<file path="src/rtl/blink_gen.sv">
// Multi-channel LED pattern generator: one shared tick prescaler plus independent
// per-channel OFF / ON / BLINK / BURST sequencers, all outputs registered.
module blink_gen #(
    parameter int CLK_HZ   = 12_000_000,
    parameter int TICK_HZ  = 1000,
    parameter int CH       = 4,
    parameter int PW       = 16,
    parameter int BURST_N  = 3,
    parameter int GAP_MULT = 4
) (
    input  logic            CLK,
    input  logic            RST,
    input  logic            CE,
    input  logic [2*CH-1:0] MODE,
    input  logic [PW*CH-1:0] HALF,
    output logic            TICK,
    output logic [CH-1:0]   OUT
);

    localparam int DIV = CLK_HZ / TICK_HZ;
    localparam int CW  = (DIV > 1) ? $clog2(DIV) : 1;
    localparam int PHW = PW + $clog2(GAP_MULT) + 1;
    localparam int FW  = $clog2(BURST_N + 1);

    typedef enum logic [1:0] {
        M_OFF   = 2'b00,
        M_ON    = 2'b01,
        M_BLINK = 2'b10,
        M_BURST = 2'b11
    } mode_t;

    typedef enum logic [1:0] {
        FLASH_ON  = 2'b00,
        FLASH_OFF = 2'b01,
        GAP       = 2'b10
    } bstate_t;

    logic [CW-1:0] pre_cnt;
    logic          adv;

    // NOTE: sequential state uses non-blocking assignments so every register samples pre-edge values.
    always_ff @(posedge CLK) begin
        if (RST) begin
            pre_cnt <= '0;
            TICK    <= 1'b0;
        end else if (CE) begin
            if (pre_cnt == CW'(DIV - 1)) begin
                pre_cnt <= '0;
                TICK    <= 1'b1;
            end else begin
                pre_cnt <= pre_cnt + CW'(1);
                TICK    <= 1'b0;
            end
        end else begin
            TICK <= 1'b0;
        end
    end

    // Channels advance only while counting is enabled, so CE low freezes them too.
    assign adv = TICK & CE;

    for (genvar i = 0; i < CH; i++) begin : g_ch
        mode_t          mode_in, mode_q, mode_d;
        bstate_t        st_q, st_d;
        logic [PHW-1:0] ph_q, ph_d, lim;
        logic [FW-1:0]  fl_q, fl_d;
        logic [PW-1:0]  h_q, h_d, h_eff;
        logic           out_q, out_d;

        assign mode_in = mode_t'(MODE[2*i +: 2]);
        assign h_eff   = (HALF[PW*i +: PW] == '0) ? PW'(1) : HALF[PW*i +: PW];

        // h_q holds the half-period latched at the last phase reload; lim is the last count of the segment.
        always_comb begin
            if (mode_q == M_BURST && st_q == GAP)
                lim = PHW'(GAP_MULT) * PHW'(h_q) - PHW'(1);
            else
                lim = PHW'(h_q) - PHW'(1);
        end

        // NOTE: every output of this block is defaulted first so no latch can be inferred.
        always_comb begin
            mode_d = mode_q;
            st_d   = st_q;
            ph_d   = ph_q;
            fl_d   = fl_q;
            h_d    = h_q;
            out_d  = out_q;
            if (mode_in != mode_q) begin
                mode_d = mode_in;
                st_d   = FLASH_ON;
                ph_d   = '0;
                fl_d   = '0;
                h_d    = h_eff;
                out_d  = (mode_in != M_OFF);
            end else if (adv) begin
                unique case (mode_q)
                    M_BLINK: begin
                        if (ph_q == lim) begin
                            ph_d  = '0;
                            h_d   = h_eff;
                            out_d = ~out_q;
                        end else begin
                            ph_d = ph_q + PHW'(1);
                        end
                    end
                    M_BURST: begin
                        if (ph_q == lim) begin
                            ph_d = '0;
                            h_d  = h_eff;
                            unique case (st_q)
                                FLASH_ON: begin
                                    st_d  = FLASH_OFF;
                                    out_d = 1'b0;
                                    fl_d  = fl_q + FW'(1);
                                end
                                FLASH_OFF: begin
                                    if (fl_q == FW'(BURST_N)) begin
                                        st_d  = GAP;
                                        fl_d  = '0;
                                        out_d = 1'b0;
                                    end else begin
                                        st_d  = FLASH_ON;
                                        out_d = 1'b1;
                                    end
                                end
                                GAP: begin
                                    st_d  = FLASH_ON;
                                    out_d = 1'b1;
                                end
                                default: begin
                                    st_d  = FLASH_ON;
                                    out_d = 1'b1;
                                end
                            endcase
                        end else begin
                            ph_d = ph_q + PHW'(1);
                        end
                    end
                    default: begin
                    end
                endcase
            end
        end

        always_ff @(posedge CLK) begin
            if (RST) begin
                mode_q <= M_OFF;
                st_q   <= FLASH_ON;
                ph_q   <= '0;
                fl_q   <= '0;
                h_q    <= PW'(1);
                out_q  <= 1'b0;
            end else begin
                mode_q <= mode_d;
                st_q   <= st_d;
                ph_q   <= ph_d;
                fl_q   <= fl_d;
                h_q    <= h_d;
                out_q  <= out_d;
            end
        end

        assign OUT[i] = out_q;
    end

endmodule

</file>
<file path="config.mk">
export PLATFORM = sky130hd
export DESIGN_NAME = blink_gen
export DESIGN_NICKNAME = d
export VERILOG_FILES = /design/src/rtl/blink_gen.sv
export SDC_FILE = /design/constraint.sdc
export NUM_CORES = 1
export LEC_CHECK = 0
export BUFFER_PORTS_ARGS = -buffer_cell sky130_fd_sc_hd__buf_2
export CAP_MARGIN = 0
export CORE_MARGIN = 1
export CORE_UTILIZATION = 55
export DETAILED_ROUTE_END_ITERATION = 6
export PLACE_DENSITY = 0.73
export SYNTH_ARGS = -nofsm -noshare
export SYNTH_HDL_FRONTEND = slang
export SYNTH_SLANG_ARGS = --single-unit
</file>
<file path="constraint.sdc">
create_clock -name CLK -period 4.6 [get_ports CLK]
set_input_delay 0.92 -clock CLK [delete_from_list [all_inputs] [get_ports CLK]]
set_output_delay 0.92 -clock CLK [all_outputs]
set_load 0.02 [all_outputs]
</file>
==> flow_summary.ini <==
[setup_path]
critPathLaunchType = flop
worst-path-max-fanout = 24
end_kind = flop
worstSetupPathType = flop to flop
crit_required_ns = 4.89
arrival_ns = 4.30
r2r_cells = 9

[run]
cap_violations = 0

[sta]
finClkSkew_ns = 0.0124
hold_violations = 0
drv_slew = 0
setup_tns_ns = 0
rsz0062_at_grt = no
worstMarginPinSlew_ns = 1.11
timing.final.crit_period_ns = 4.00
finalCritPeriodShare_pct = 87.0
slew_headroom_pct = 25.4
fmax_mhz = 250
setup_viol = 0

[synth]
synth_seq_cells = 183
synthCells = 1692
ys_types = 83
syn_nets = 1780
syn_area_um2 = 13000
synth.top_cells.by_count = dfxtp_1 (183), nor2_1 (181), nand2_1 (121), nand2b_1 (104), clkbuf_1 (93)
avgSynthCellArea_um2 = 7.69
async_flop_share_pct = 0
synth.most_common_cell = dfxtp_1
yosys.area.top_type = dfxtp_1
synth_edf_count = 0
yosysSeqAreaShare_pct = 28.2
yosys_warnings = 0
synth_top_area_share_pct = 28.2
synthTopCellsByArea = dfxtp_1 (28%), xnor2_1 (6.1%), mux2i_1 (5.7%)
synth_flop_cell = dfxtp_1

[placement]
place.gp.congestion = 0.906
post-dp-hpwl_um = 22500
dpl_cell_area_um2 = 13400
port-buffer-count = 79

[detailed_routing]
routed_via_density = 5.92
dr.pass1.iters = 6
wl_per_cell_um = 15.5
vias = 11900
ant_nets = 0
routed_wl_um = 31100
first_iter_violations = 1020
remaining_drc_errors = 0

[floorplan]
io_pins = 80
initial_utilization_pct = 56.8
die_x_um = 156
dieArea_um2 = 24300
fp-row-count = 55
core_um2 = 22900
die_h_um = 156

[grt]
grt_use_total_pct = 25.6
grt_pass1_vias = 10700
grt_max_degree = 70
use_met2_pct = 41.0
antenna_found_initial = 0
use_met3_pct = 4.22
grt_use_met1_pct = 36.0
top_usage_layer = met2
grt_pass1_wl_um = 51600
overflow = 0

[layout]
drive_above_1_share_pct = 10.3
syn2layout_area_growth_pct = 7.15
insertedDiodeCount = 0
final_nets = 1763
design_area_um2 = 13900

[clock_tree]
cts-root-buf = clkbuf_16
post_cts.repair.setup_buffers = 0
cts_resized = 0
cts_max_path_buffers = 2
cts_hold_buf = 0
clkTransAtPathRegs_ns = 0.07
cts.htree.levels = 4
cts_buffers = 17
cts_sinks = 183
cts_tree = built
clock_latency_ns = 0.44

[power]
power.density_nw_per_um2 = 279
leakagePower_uw = 0.00495
ir_worst_vdd_uv = 221

[hold_path]
min_path_cells = 2
hp-class = flop to flop

[status]
status = finished, final reports clean
==> worst paths after layout <==
kind | end | slack (ns) | start
min reg2reg | g_ch[0].fl_q[1] | 0.47 | g_ch[0].fl_q[1]
max reg2reg | g_ch[3].ph_q[8] | 0.60 | g_ch[3].mode_q[0]
max | g_ch[3].ph_q[8] | 0.60 | g_ch[3].mode_q[0]
min | g_ch[0].fl_q[1] | 0.47 | g_ch[0].fl_q[1]
==> where the power goes <==
group	internal (uW)	switching [uW]	total (uW)
clock	721	682	1400
combinational	321	387	707
sequential	1640	134	1780
total	2680	1200	3890
==> cells in the final DEF, fill, tap and decap left out, drive strengths merged, types with 12 or more instances in the layout <==
master,instances
clkbuf,18
o211ai,24
a31oi,12
buf,100
a21oi,63
nor4,39
inv,42
nand2b,104
xor2,72
ha,13
o21ai,91
or4,21
nor3b,12
nor3,40
nand2,121
mux2i,74
nand4,36
or3,22
nor2,182
and3,26
xnor2,90
nand3,76
dfxtp,183
nor2b,31
==> worst max-delay path: stages (launching register included) <==
cell and delay (ns):
dfxtp_1 0.52, and4b_1 0.86, o21ai_0 0.20, nor2_1 0.16, o21a_1 0.15, o211ai_1 0.09, or4_4 0.56, or4_4 0.69
nand2_1 0.52, nor2_1 0.11
==> per-stage QoR <==
| stage | util (%) | worst slack (ns) | total power [uW] | std cells | hold WS, ns |
|---|---|---|---|---|---|
| floorplan | - | 1.07 | 2340 | 1692 | 0.438 |
| global placement | 58.4 | 0.723 | 2490 | 1969 | 0.453 |
| detailed placement | 58.4 | 0.622 | 2510 | 1969 | 0.463 |
| CTS | 60.9 | 0.596 | 3910 | 2001 | 0.472 |
| global route | 60.9 | 0.168 | 4070 | 2001 | 0.501 |
| finish | 60.9 | 0.598 | 3890 | 2001 | 0.466 |
==> flip-flops by register name, summed over array words and instances, names as in the netlist <==
register,count
g_ch.st_q,8
g_ch.mode_q,8
g_ch.h_q,64
pre_cnt,14
g_ch.out_q,4
g_ch.ph_q,76
g_ch.fl_q,8
TICK,1
==> logic make-up (layout without fill, tap and decap cells) <==
family	after synthesis	after routing	share of synthesized area, %
DFF	183	183	28.2
xor gates and xnor gates	162	162	10.9
and+or+nand+nor	772	772	32.3
buffers and inverters	171	167	5.47
adders and majority gates	13	13	1.25
muxes	80	80	6.21
AOI/OAI and AO/OA	311	311	15.7
==> per-layer routing <==
layer | up-vias | wire (um)
li1 | 6000 | -
met1 | 5496 | 15000
met2 | 329 | 14100
met3 | 27 | 1640
met4 | 0 | 290
met5 | - | 0
==> area by class of cell <==
cell class                      instances  area [um2]
Timing Repair Buffer                  100         556
Tap cell                              313         392
Fill cell                            2126        8970
Sequential cell                       183        3660
Multi-Input combinational cell       1338        8650
Clock inverter                         14         114
Inverter                               35         131
Clock buffer                           18         439
Note: power is estimated with default switching activity, not from simulation.
